<file path="src/rtl/dmem_arbiter.sv">
// rtl/dmem_arbiter.sv - CPU/DMA arbiter for the single-port data memory
//
// CPU (MEM stage) has priority. A DMA request refused MAX_WAIT times in a row
// is forced through for one cycle, stalling the CPU for that cycle.
// The memory reads combinationally and writes on the falling edge, so every
// granted access completes in the cycle it is granted.
//
// Optional feature macro: DMEM_ARB_STATS_EN (adds stat_cpu/stat_dma/stat_stall).
//
// Ports:
//   clock, reset_n          rising-edge clock, synchronous active-low reset
//   cpu_req/we/addr/wdata   CPU access request
//   cpu_rdata, cpu_stall    CPU load data, pipeline freeze
//   dma_valid/we/addr/wdata DMA access request
//   dma_ready, dma_rdata    DMA access performed this cycle, read data
//   dma_err                 one-cycle pulse: previous DMA access out of range
//   mem_addr/wdata/we       to data memory
//   mem_rdata               from data memory
//   stat_cpu/dma/stall      grant and stall counters (DMEM_ARB_STATS_EN only)
module dmem_arbiter #(
  parameter int MAX_WAIT        = 4,
  parameter int ADDR_LIMIT_BITS = 13
) (
  input  logic        clock,
  input  logic        reset_n,
  input  logic        cpu_req,
  input  logic        cpu_we,
  input  logic [31:0] cpu_addr,
  input  logic [31:0] cpu_wdata,
  output logic [31:0] cpu_rdata,
  output logic        cpu_stall,
  input  logic        dma_valid,
  input  logic        dma_we,
  input  logic [31:0] dma_addr,
  input  logic [31:0] dma_wdata,
  output logic        dma_ready,
  output logic [31:0] dma_rdata,
  output logic        dma_err,
  output logic [31:0] mem_addr,
  output logic [31:0] mem_wdata,
  output logic        mem_we,
  input  logic [31:0] mem_rdata
`ifdef DMEM_ARB_STATS_EN
  ,
  output logic [15:0] stat_cpu,
  output logic [15:0] stat_dma,
  output logic [15:0] stat_stall
`endif
);

  localparam logic [3:0] WAIT_MAX = 4'(MAX_WAIT);

  logic [3:0] wait_cnt;
  logic       force_dma;
  logic       grant_dma;
  logic       grant_cpu;
  logic       dma_oor;

  always_comb begin
    force_dma = dma_valid && (wait_cnt == WAIT_MAX);
    // Grants are suppressed while reset is held so nothing reaches memory.
    grant_dma = reset_n && (force_dma || (dma_valid && !cpu_req));
    grant_cpu = reset_n && cpu_req && !force_dma;
    dma_oor   = (dma_addr >> ADDR_LIMIT_BITS) != 32'd0;

    cpu_stall = reset_n && force_dma && cpu_req;
    dma_ready = grant_dma;

    // With no grant the CPU port drives the memory address/data.
    mem_addr  = grant_dma ? dma_addr  : cpu_addr;
    mem_wdata = grant_dma ? dma_wdata : cpu_wdata;
    // An out-of-range DMA access is consumed but must never write.
    mem_we    = grant_dma ? (dma_we && !dma_oor) : (grant_cpu && cpu_we);

    cpu_rdata = mem_rdata;
    dma_rdata = mem_rdata;
  end

  always_ff @(posedge clock) begin
    if (!reset_n) begin
      wait_cnt <= 4'd0;
      dma_err  <= 1'b0;
    end else begin
      dma_err <= grant_dma && dma_oor;
      if (!dma_valid || grant_dma) begin
        wait_cnt <= 4'd0;
      end else if (wait_cnt != WAIT_MAX) begin
        wait_cnt <= wait_cnt + 4'd1;
      end
    end
  end

`ifdef DMEM_ARB_STATS_EN
  always_ff @(posedge clock) begin
    if (!reset_n) begin
      stat_cpu   <= 16'd0;
      stat_dma   <= 16'd0;
      stat_stall <= 16'd0;
    end else begin
      if (grant_cpu) stat_cpu   <= stat_cpu + 16'd1;
      if (grant_dma) stat_dma   <= stat_dma + 16'd1;
      if (cpu_stall) stat_stall <= stat_stall + 16'd1;
    end
  end
`endif

endmodule

</file>
<file path="config.mk">
export PLATFORM = sky130hd
export DESIGN_NAME = dmem_arbiter
export DESIGN_NICKNAME = d
export VERILOG_FILES = /design/src/rtl/dmem_arbiter.sv
export SDC_FILE = /design/constraint.sdc
export NUM_CORES = 1
export LEC_CHECK = 0
export BUFFER_PORTS_ARGS = -buffer_cell sky130_fd_sc_hd__buf_2
export CAP_MARGIN = 30
export CORE_AREA = 5 5 112 114
export DETAILED_ROUTE_END_ITERATION = 12
export DIE_AREA = 0 0 117 119
export GPL_ROUTABILITY_DRIVEN = 1
export GPL_TIMING_DRIVEN = 0
export PLACE_DENSITY_LB_ADDON = 0.3
export SLEW_MARGIN = 10
export SYNTH_ARGS = -nofsm -noshare
export SYNTH_HDL_FRONTEND = slang
export SYNTH_SLANG_ARGS = --single-unit
</file>
<file path="constraint.sdc">
create_clock -name clock -period 4.3 [get_ports clock]
set_input_delay 0.215 -clock clock [delete_from_list [all_inputs] [get_ports clock]]
set_output_delay 0.215 -clock clock [all_outputs]
set_load 0.005 [all_outputs]
</file>
=== After elaboration in Yosys (flattened, before gate mapping) ===
Cells that the tools add are included.

* Output and inout port bits: 132
* Bits of input ports: 166
* Register bits after elaboration: 5

* Reduce and logical (&&, ||, !) cells: 18
* Multiplexer cells: 3
* $add $sub $neg: 1
* Bitwise gates (word level): 1
* Equal/unequal tests: 2

{| class="wikitable"
|+ Operators with widths
! operator !! number
|-
| 32-bit 2-to-1 mux || 2
|-
| 32-bit nonzero test || 1
|-
| 1-bit logical AND || 10
|-
| 4-bit by 1-bit adder with 4-bit output (second input constant) || 1
|-
| 4-bit by 3-bit equality test with 1-bit output (second input constant) || 1
|-
| 1-bit zero test || 4
|-
| 4-bit by 3-bit inequality test with 1-bit output (second input constant) || 1
|-
| 1-bit logical OR || 2
|-
| 2-bit OR reduction || 1
|-
| 1-bit 2-to-1 mux || 1
|-
| 1-bit NOT || 1
|}

=== Depth between registers and ports, before layout ===
Gate-level depths: netlist of run 1.

* Depth in word-level cells: 6
* Gate-level depth with buffers: 7
* Gate-level depth less buffers: 5

=== Worst setup path after synthesis of run 1 ===
OpenSTA, ideal clock, no wires.

* Path type: flip-flop to output port
* Start: register wait_cnt[0]
* End: output port mem_wdata[0]
* Cell stages (with the launch flop): 8
* Path slack: 2.590 ns
* Path buffers: 2
* Required time: 4.085 ns
* Arrival: 1.495 ns
* Path through: dfxtp_1 > inv_1 > ha_1 > nand3b_1 > a21oi_2 > buf_4 > buf_6 > mux2_1

* Word-level cells in the longest chain between the ends: 5

{| class="wikitable"
|+ Ends and longest elaborated chain
! item !! RTL line !! RTL
|-
| start, declared || 53 || <nowiki>logic [3:0] wait_cnt;</nowiki>
|-
| start signal, assigned || 88 || <nowiki>wait_cnt <= wait_cnt + 4'd1;</nowiki>
|-
| 4-bit by 3-bit equality test with 1-bit output || 60 || <nowiki>force_dma = dma_valid && (wait_cnt == WAIT_MAX);</nowiki>
|-
| 1-bit logical AND || 60 ||
|-
| 1-bit logical OR || 62 || <nowiki>grant_dma = reset_n && (force_dma || (dma_valid && !cpu_req));</nowiki>
|-
| 1-bit logical AND || 62 ||
|-
| 32-bit 2-to-1 mux || 71 || <nowiki>mem_wdata = grant_dma ? dma_wdata : cpu_wdata;</nowiki>
|-
| end, declared || 40 || <nowiki>output logic [31:0] mem_wdata,</nowiki>
|}

Every way passes these cells.

=== Final worst setup path of run 1 ===
* Start: register wait_cnt[0]
* End: output port mem_wdata[6]

The elaborated chain is that of the path after synthesis.

==> results by group, run 1 <==
Outcome
  – Status: complete, no violations

Critical path
  – R2R depth: 7
  – Crit-path slowest cell: dfxtp_1
  – CP endpoint kind: primary output
  – Worst EP required: 4.09 ns
  – Worst r2r src: wait_cnt[0]
  – Critical Path AT: 2.10 ns
  – Flop-to-flop setup slack: 2.67 ns
  – Worst-path cell chain: inv_1 -> ha_1 -> nand3b_1 -> a21oi_2 -> buf_4 -> buf_6 -> mux2_1 -> buf_2
  – Crit Path Class: flop to primary output
  – Crit start category: flop
  – Worst r2r dst: dma_err
  – Slowest cell delay on critical path: about 0.33 ns
  – CP Max Fanout: 10

Routing
  – Post-route ant nets: 0
  – Router iterations before antenna repair: 4
  – Number of remaining DRC errors: 0
  – Via count: about 2200
  – Final wirelength: 8240 um
  – Vias per inst: 3.72
  – 1st-iter DRT viols: 47
  – DR WL/cell: 14.2 um

Yosys
  – Seq/Total Area, Yosys: around 6.5%
  – Post-synthesis cell count: 169
  – Syn_nets: 337
  – Seq cells post-synth: 5
  – Synthesized area: between 1500 and 2000 um^2
  – Synth cell types: 22
  – Synth Warn #: 0
  – Syn Area/Cell: 9.14 um^2

Clocking
  – Cts repair resizes: 0
  – Worst-Skew Late Latency: 0.22 ns
  – TritonCTS clock tree: built
  – CTS Hold Bufs: 0
  – Root Buffer: clkbuf_16
  – CTS Buf Count: 3
  – CTS Buffer Depth: 2
  – CTS sink cnt: 5
  – # H-tree levels: 1
  – Clk pin slew, worst setup/hold paths: 0.03 ns
  – Setup Fix Bufs, Post-CTS: 0

Timing
  – Clock Skews: 0.000741 ns
  – Worst-Margin Slew: 0.495 ns
  – RSZ-0062 raised after global routing: false
  – Setup violators final: 0
  – Final Hold Fails: 0
  – Crit path time final: 2.31 ns
  – Setup TNS: 0 ns
  – Fmax achieved: 432 MHz
  – Final period util: roughly 54%
  – Slew headroom: approximately two thirds
  – Slew Limit Fails: 0

GRT
  – Met1 Usage GRT: 10.6%
  – Grt met2 use: 21.0%
  – Total grt overflow: 0
  – Initial antenna violation count: 0
  – GRT busiest layer: met2
  – Vias in the first global route: 2226
  – Largest net degree at the start of global routing: 11
  – GRT Util Overall: 10.2%
  – Global-route wire length before repair: 11200 um
  – Grt met3 use: 2.48%

Min path
  – Worst hold start: dma_addr[13]
  – Hold endpoint: dma_err
  – Cells on Worst Hold Path: 3
  – Hold Crit Class: input port to flop

Placement
  – Input/output buffers: about 270
  – Dpl hpwl: 7700 um
  – Final RePlAce weighted congestion: 0.749

Floorplan
  – Ports: 298
  – Starting density of the core: a little over an eighth
  – Die Span Y: 119 um
  – Placeable core area: 11300 um^2
  – Die Wd: 117 um
  – Die area: 13900 um^2
  – Row count: 39

Job
  – MaxCap Viol Count: 0

Layout
  – Fin nets: 607
  – Most common cell after layout, fill and taps aside: buf_2
  – Final core utilization: 27.6%
  – # diodes: 0
  – Layout cells sized above 1: 85.2%
  – Commonest non-fill, non-tap cells in the layout: buf_2 (268), buf_4 (65), mux2_2 (33), mux2_1 (31), nor2_1 (6)
  – Area Overhead vs Synth: 103%

Power
  – P_leak: 1.79 nW
  – Pwr/cell area: 145 nW/um^2
  – Worst VDD drop: between 100 and 150 uV
==> state kept, by name, indices dropped and copies added (netlist names) <==
signal,count
dma_err,1
wait_cnt,4
==> synthesized netlist by cell type <==
master	instances	area (um^2)
buf_2	3	15.0
nor2_1	6	22.5
mux2_1	31	349
dfxtp_1	5	100
buf_6	3	33.8
nand3b_1	1	7.51
inv_1	3	11.3
mux2i_1	1	10.0
nor4_1	4	25.0
and4_1	2	17.5
nand4b_1	1	8.76
nor3_1	1	5.00
xnor2_1	1	8.76
nand3_1	1	5.00
a41o_1	1	10.0
ha_1	2	25.0
nand4_1	1	6.26
a21oi_2	1	8.76
buf_4	65	488
nand2_1	2	7.51
a21boi_1	1	7.51
mux2_2	33	372
==> metal layers <==
metal | vias up | part of all wire (%)
met1 | 945 | 33
met4 | 0 | 0
met5 | - | 0
li1 | 1064 | -
met3 | 0 | 13
met2 | 151 | 54
==> layout make-up <==
type | count | area (um^2)
Multi-Input combinational cell | 90 | 896
Timing Repair Buffer | 265 | 1330
Inverter | 3 | 11.3
Fill cell | 1249 | 8190
Buffer | 71 | 537
Sequential cell | 5 | 100
Tap cell | 143 | 179
Clock buffer | 4 | 78.8
==> metrics by stage <==
step / instances / hold slack (ns) / worst slack, ns / total power [mW] / cell area (um^2)
global placement: 577 / 0.441 / 2.19 / 0.308 / 3050
floorplan: 169 / 0.398 / 2.59 / 0.161 / 1540
global route: 581 / 0.333 / 1.78 / 0.491 / 3130
CTS: 581 / 0.308 / 1.92 / 0.466 / 3130
detailed placement: 577 / 0.461 / 2.18 / 0.309 / 3050
finish: 581 / 0.301 / 1.99 / 0.454 / 3130
==> how the worst max path moves through the flow <==
| stage | from | endpoint | cells past startpoint |
|---|---|---|---|
| global placement | wait_cnt[0] | mem_addr[19] | 7 |
| finish | wait_cnt[0] | mem_wdata[6] | 8 |
| floorplan | wait_cnt[0] | mem_wdata[0] | 7 |
| CTS | wait_cnt[0] | mem_addr[19] | 7 |
| detailed placement | wait_cnt[0] | mem_addr[19] | 7 |
| global route | wait_cnt[0] | mem_addr[17] | 7 |
==> report_power, final <==
part / total (mW) / internal (mW) / switching, mW
clock network: 0.151 / 0.123 / 0.0283
logic: 0.255 / 0.163 / 0.0912
registers: 0.0481 / 0.0476 / 0.000548
total: 0.454 / 0.334 / 0.120
==> critical path: cells and delay by family, from the launching register on <==
| family | cells | cell delay (ns) |
|---|---|---|
| DFF | 1 | 0.33 |
| AOI/OAI and AO/OA | 1 | 0.25 |
| buffers and inverters | 4 | 0.64 |
| and+or+nand+nor | 1 | 0.13 |
| muxes | 1 | 0.33 |
| adders and majority gates | 1 | 0.19 |
==> kinds of logic after synthesis <==
logic type | Yosys count | share of synthesized area (%)
and+or+nand+nor | 19 | 6.81
adders and majority gates | 2 | 1.62
DFF | 5 | 6.48
AOI/OAI and AO/OA | 3 | 1.70
buffers and inverters | 74 | 35.5
xor gates and xnor gates | 1 | 0.567
muxes | 65 | 47.3
No activity file was read; power rests on OpenSTA's default activity.
==> run 2: changes to the inputs <==
--- a/config.mk
+++ b/config.mk
@@ -7,9 +7,9 @@
 export LEC_CHECK = 0
 export BUFFER_PORTS_ARGS = -buffer_cell sky130_fd_sc_hd__buf_2
 export CAP_MARGIN = 30
-export CORE_AREA = 5 5 112 114
+export CORE_AREA = 5 5 111 113
 export DETAILED_ROUTE_END_ITERATION = 12
-export DIE_AREA = 0 0 117 119
+export DIE_AREA = 0 0 116 118
 export GPL_ROUTABILITY_DRIVEN = 1
 export GPL_TIMING_DRIVEN = 0
 export PLACE_DENSITY_LB_ADDON = 0.3
==> constraint.sdc (replaced) <==
create_clock -name clock -period 1.9 [get_ports clock]
set_input_delay 0.095 -clock clock [delete_from_list [all_inputs] [get_ports clock]]
set_output_delay 0.095 -clock clock [all_outputs]
set_load 0.005 [all_outputs]
==> run 2 against run 1 <==
  * Combinational power rose to 3.0 times the previous value
  * Die area down 1.7%
  * Power rose to 2.7 times the previous value
  * Register-to-register slack worse by 2.3 ns
  * Highest routed layer is now met4
  * The run now ends with negative setup slack left
  * Cell count up 2.4%
  * Worst hold slack worse by 0.12 ns
  * Cell area up 19%
  * Largest cell class unchanged
  * Clock-buffer cell count unchanged
  * Largest power group unchanged
  * Routed wire length up 9.9%
==> results by group, run 2 (same netlist as run 1, synthesis figures left out) <==
Layout
  – Layout cells sized above 1: 93.6% (+8.4 points)
  – Most common cell after layout, fill and taps aside: buf_2
  – Biggest registers after layout: wait_cnt x4, dma_err x1
  – Fin nets: 621 (+2.3%)
  – Commonest non-fill, non-tap cells in the layout: buf_2 (231), buf_4 (72), buf_6 (38), mux2_4 (34), mux2_2 (30)
  – Final instance area: 3710 um^2 (+19%)
  – Area Overhead vs Synth: 140%
  – Largest reg by FF count: wait_cnt
  – Number of flip-flops in the largest register: 4 (unchanged)
  – # diodes: 0 (unchanged)

Timing
  – Clock Skews: 0.00155 ns (+0.000813 ns)
  – Final period util: 106%
  – Final Hold Fails: 0 (unchanged)
  – Crit path time final: around 2.0 ns
  – Setup ws final: -0.121 ns (-2.11 ns)
  – Slew headroom: 68.4% (+1.7 points)
  – Slew Limit Fails: 0 (unchanged)
  – Fmax achieved: about 490 MHz
  – Setup violators final: 64 (+64)
  – Worst-Margin Slew: 0.470 ns (-0.0253 ns)
  – RSZ-0062 raised after global routing: true
  – Worst hold margin: 0.180 ns (-0.121 ns)

Critical path
  – CP Max Fanout: 5 (-5)
  – Critical Path AT: 1.93 ns (-0.17 ns)
  – Worst EP required: 1.80 ns (-2.29 ns)
  – Crit Path Class: flop to primary output
  – CP endpoint kind: primary output
  – Crit start category: flop

Routing
  – Vias per inst: 3.77 (+1.4%)
  – Via count: 2243 (+3.8%)
  – 1st-iter DRT viols: 25 (-47%)
  – DR WL/cell: 15.2 um (+7.3%)
  – Router iterations before antenna repair: 4 (unchanged)
  – Final wirelength: 9050 um (+9.9%)
  – Number of remaining DRC errors: 0 (unchanged)
  – Post-route ant nets: 0 (unchanged)

Placement
  – Post-place setup slack: -0.0862 ns (-2.26 ns)
  – Input/output buffers: 265 (unchanged)
  – Final RePlAce weighted congestion: 0.724 (-3.3%)
  – Dpl hpwl: 7680 um (-0.22%)
  – Placed instance area: 3050 um^2 (unchanged)

Power
  – Worst VDD drop: 326 uV (+160%)
  – P_leak: 2.07 nW (+16%)
  – Total Power: 1.21 mW (+170%)
  – Pwr/cell area: 327 nW/um^2 (+130%)

Clocking
  – # H-tree levels: 1 (unchanged)
  – CTS Buf Count: 3 (unchanged)
  – Root Buffer: clkbuf_16
  – Worst-Skew Late Latency: 0.23 ns (about the same)
  – CTS Hold Bufs: 0 (unchanged)
  – CTS sink cnt: 5 (unchanged)
  – CTS Buffer Depth: 2 (unchanged)
  – TritonCTS clock tree: built
  – Clk pin slew, worst setup/hold paths: 0.03 ns (about the same)

Floorplan
  – Starting density of the core: 13.8% (+0.12 points)
  – Row count: 39 (unchanged)
  – Die Wd: 116 um (-0.85%)
  – Die area: 13700 um^2 (-1.7%)
  – Die Span Y: 118 um (-0.84%)
  – Ports: 298 (unchanged)
  – Placeable core area: 11200 um^2 (-0.86%)

GRT
  – Largest net degree at the start of global routing: 11 (unchanged)
  – Initial antenna violation count: 0 (unchanged)
  – Global-route wire length before repair: 12400 um (+11%)
  – Total grt overflow: 0 (unchanged)
  – Vias in the first global route: 2385 (+7.1%)
  – GRT Util Overall: 11.4% (+1.2 points)

Outcome
  – Status: finished, violations left
  – Failing checks: negative setup slack

Min path
  – Hold Crit Class: input port to flop

Job
  – MaxCap Viol Count: 0 (unchanged)
## run 2: cell count changes in the layout (fill, tap and decap cells not counted), moves of 3 or more
cell	delta
mux2_2	-3
mux2_1	-31
buf_8	+3
mux2_4	+34
buf_4	+7
buf_6	+35
buf_2	-37
buf_12	+5
## run 2: power by group
group / internal (mW) / switching, mW / total [mW]
Clock: 0.278 / 0.0725 / 0.351
Combinational: 0.504 / 0.249 / 0.753
Sequential: 0.108 / 0.000969 / 0.109
Total: 0.891 / 0.322 / 1.21
## run 2: repair_timing
item                       CTS  global route
setup endpoints to repair   65            65
cloned                       2             0
resized for setup           93             4
buffers inserted            13             3
pin swaps                    2             0
## run 2: area by class of cell
class	instances	area, um^2
Fill cell	1186	7510
Timing Repair Buffer	282	1760
Multi-Input combinational cell	90	1040
Buffer	68	542
Tap cell	143	179
Sequential cell	5	103
Clock buffer	4	78.8
Inverter	3	11.3
## run 2: worst max-delay path, cell delays in order, from the launching register on
cell	delay, ns
dfxtp_2	0.31
inv_2	0.06
ha_4	0.13
nand3b_1	0.14
a21oi_4	0.22
buf_8	0.16
buf_12	0.12
buf_8	0.12
mux2_4	0.31
buf_6	0.12
## run 2: metal layers
layer	vias to the layer above	GRT usage, %	share of wire, %
li1	1091	-	-
met1	992	12.9	35
met2	156	21.8	52
met3	4	3.14	13
met4	0	0.798	0.30
met5	-	0	0
## run 2: metrics by stage
step,util [%],instances,TNS (ns)
6_report,33.1,595,-3.82
5_1_grt,33.1,595,-9.05
4_1_cts,33.3,596,-5.51
3_5_place_dp,27.2,577,-2.17
3_3_place_gp,27.2,577,-2.58
2_1_floorplan,-,169,0
## run 2: worst paths after layout
path                              startpoint       endpoint  slack, ns  depth (start not counted)
worst max-delay path             wait_cnt[1]  mem_wdata[18]      -0.12                          9
worst max register to register   wait_cnt[1]        dma_err       0.42                          8
worst min register to register   wait_cnt[0]    wait_cnt[0]       0.52                          2
worst min-delay path            dma_addr[14]        dma_err       0.18                          3
==> run 3: changes to the inputs <==
--- a/config.mk
+++ b/config.mk
@@ -7,9 +7,9 @@
 export LEC_CHECK = 0
 export BUFFER_PORTS_ARGS = -buffer_cell sky130_fd_sc_hd__buf_2
 export CAP_MARGIN = 30
-export CORE_AREA = 5 5 111 113
+export CORE_AREA = 5 5 113 115
 export DETAILED_ROUTE_END_ITERATION = 12
-export DIE_AREA = 0 0 116 118
+export DIE_AREA = 0 0 118 120
 export GPL_ROUTABILITY_DRIVEN = 1
 export GPL_TIMING_DRIVEN = 0
 export PLACE_DENSITY_LB_ADDON = 0.3
==> constraint.sdc (replaced) <==
create_clock -name clock -period 2.1 [get_ports clock]
set_input_delay 0.105 -clock clock [delete_from_list [all_inputs] [get_ports clock]]
set_output_delay 0.105 -clock clock [all_outputs]
set_load 0.005 [all_outputs]
==> run 3 against run 2 <==
  * The run still ends with negative setup slack left
  * Via count rose by 0.89%
  * Routed wire length fell by 5.3%
  * Sequential share of layout area rose by 0.16 points
  * Register-to-register slack got worse by 0.04 ns
  * Clock power fell by 11%
  * Critical path depth did not move
  * Critical endpoint is now mem_wdata[25]
==> results by group, run 3 (same netlist as run 1, synthesis figures left out) <==
Timing
  – Setup ws final: -0.0342 ns (+0.0869 ns)
  – Fmax achieved: 469 MHz
  – Final Hold Fails: 0 (unchanged)
  – RSZ-0062 raised after global routing: true
  – Worst-Margin Slew: 0.501 ns (+0.0312 ns)
  – Setup violators final: 13 (-80%)
  – Setup TNS: -0.288 ns (+3.53 ns)
  – Clock Skews: 0.000903 ns (-0.000651 ns)
  – Final period util: 102%
  – Slew Limit Fails: 0 (unchanged)
  – Crit path time final: 2.13 ns
  – Worst hold margin: 0.216 ns (+0.0362 ns)
  – Slew headroom: 66.3% (-2.1 points)

Floorplan
  – Placeable core area: 11700 um^2 (+4.3%)
  – Row count: 40 (+2.6%)
  – Die Span Y: 120 um (+1.7%)
  – Die area: 14200 um^2 (+3.4%)
  – Die Wd: 118 um (+1.7%)
  – Ports: 298 (unchanged)
  – Starting density of the core: 13.2% (-0.57 points)

Power
  – Switching share of total power: 26.1% (-0.45 points)
  – Worst VDD drop: 407 uV (+25%)
  – Seq pwr share: 9.6% (+0.6 points)
  – P_leak: 1.98 nW (-4.7%)
  – Pint: 0.755 mW (-15%)
  – Sw Pwr: 0.267 mW (-17%)
  – Share of total power in combinational logic: 59.7% (-2.4 points)
  – Clock share of power: 30.7% (+1.8 points)
  – Pwr/cell area: 291 nW/um^2 (-11%)
  – Total Power: 1.02 mW (-16%)

Routing
  – Post-route ant nets: 0 (unchanged)
  – DR WL/cell: 14.4 um (-5.6%)
  – Vias per inst: 3.79 (+0.55%)
  – Via count: 2263 (+0.89%)
  – Router iterations before antenna repair: 4 (unchanged)
  – 1st-iter DRT viols: 22 (-12%)
  – Final wirelength: 8570 um (-5.3%)
  – Number of remaining DRC errors: 0 (unchanged)

Critical path
  – Top cell family by delay on the critical path: buffers and inverters
  – Crit Path Class: flop to primary output
  – CP Max Fanout: 7 (+2)
  – CP Buf/Inv Count: 5 (unchanged)
  – Critical Path AT: 2.03 ns (+0.10 ns)
  – Worst-path cell chain: inv_2 -> ha_4 -> nand3b_1 -> a21oi_4 -> buf_8 -> buf_12 -> clkbuf_16 -> mux2_4 -> buf_6
  – Crit-path slowest cell: dfxtp_2
  – Worst EP required: 2.00 ns (+0.20 ns)
  – Crit start category: flop
  – Slowest cell delay on critical path: 0.32 ns (about the same)
  – CP endpoint kind: primary output

GRT
  – Global-route wire length before repair: 12200 um (-1.5%)
  – Largest net degree at the start of global routing: 11 (unchanged)
  – Initial antenna violation count: 0 (unchanged)
  – Total grt overflow: 0 (unchanged)
  – GRT Util Overall: 10.5% (-0.94 points)
  – Vias in the first global route: 2377 (-0.34%)

Placement
  – Placed instance area: 3050 um^2 (+0.16%)
  – Placed instance count: 581 (+0.69%)
  – Post-place setup slack: -0.0718 ns (+0.0144 ns)
  – Final RePlAce weighted congestion: 0.783 (+8.1%)
  – Input/output buffers: 265 (unchanged)
  – Dpl hpwl: 7480 um (-2.7%)

Clocking
  – # H-tree levels: 1 (unchanged)
  – TritonCTS clock tree: built
  – Clk pin slew, worst setup/hold paths: 0.03 ns (about the same)
  – CTS Buf Count: 3 (unchanged)
  – Root Buffer: clkbuf_16
  – CTS Buffer Depth: 2 (unchanged)
  – CTS sink cnt: 5 (unchanged)
  – Worst-Skew Late Latency: 0.23 ns (about the same)
  – CTS Hold Bufs: 0 (unchanged)

Layout
  – # diodes: 0 (unchanged)
  – Fin nets: 619 (-0.32%)
  – Largest reg by FF count: wait_cnt
  – Final Instance Count excl. Fillers: 597 (+0.34%)
  – Layout cells sized above 1: 91.1% (-2.5 points)
  – Biggest registers after layout: wait_cnt x4, dma_err x1
  – Most common cell after layout, fill and taps aside: buf_2
  – Filler Cell Count: 1262 (+6.4%)
  – Number of flip-flops in the largest register: 4 (unchanged)
  – Area Overhead vs Synth: 127%
  – Commonest non-fill, non-tap cells in the layout: buf_2 (250), buf_4 (72), mux2_2 (32), mux2_4 (21), buf_6 (18)
  – Final instance area: 3510 um^2 (-5.4%)
  – Final core utilization: 30.0% (-3.1 points)

Min path
  – Hold Crit Class: input port to flop

Outcome
  – Failing checks: negative setup slack
  – Status: finished, violations left

Job
  – MaxCap Viol Count: 0 (unchanged)
## run 3: changes by cell type in the layout (fill, tap and decap cells not counted)
cell and delta:
buf_8 +1, buf_16 -1, buf_2 +19, clkbuf_16 +1, buf_12 -2, mux2_2 +2, mux2_4 -13, mux2_1 +11
buf_6 -20
## run 3: worst register-to-register path: cells and delay by family, from the launching register on
family          cells  cell delay [ns]
flops               1             0.32
compound gates      2             0.44
fa+ha+maj           1             0.13
buf+inv             5             0.61
simple gates        1             0.15
## run 3: cell type report
| type | count | area [um^2] | area share, % |
|---|---|---|---|
| timing repair buffer | 277 | 1570 | 44.8 |
| multi-input combinational | 90 | 995 | 28.3 |
| buffer | 71 | 567 | 16.1 |
| tap | 147 | 184 | 5.24 |
| sequential | 5 | 103 | 2.92 |
| clock buffer | 4 | 78.8 | 2.25 |
| inverter | 3 | 11.3 | 0.321 |
## run 3: routing by layer
layer  wire (um)  up-vias  global-route usage (%)
met5           0        -                       0
met4          10        0                   0.430
met3         803        2                    2.87
met2        4820      148                    21.5
met1        2940     1026                    10.9
li1            -     1087                       -
## run 3: power groups by stage
| stage | Combinational (mW) | Sequential, mW | Clock (mW) |
|---|---|---|---|
| floorplan | 0.229 | 0.0998 | 0 |
| global placement | 0.525 | 0.0997 | 0 |
| detailed placement | 0.531 | 0.0998 | 0 |
| CTS | 0.589 | 0.0985 | 0.320 |
| global route | 0.662 | 0.0988 | 0.326 |
| finish | 0.610 | 0.0985 | 0.313 |
## run 3: repair_timing
| action | CTS | global route |
|---|---|---|
| buffers inserted | 10 | 1 |
| endpoints found under the setup margin | 65 | 62 |
| pin swaps | 2 | 3 |
| cloned | 1 | 1 |
| gates resized for setup | 36 | 21 |
## run 3: worst paths after layout
path / start / slack, ns / endpoint / cells after the start
worst max-delay path: wait_cnt[0] / -0.03 / mem_wdata[25] / 9
worst min-delay path: dma_addr[13] / 0.22 / dma_err / 3
worst max register to register: wait_cnt[0] / 0.38 / dma_err / 9
worst min register to register: wait_cnt[0] / 0.52 / wait_cnt[0] / 2
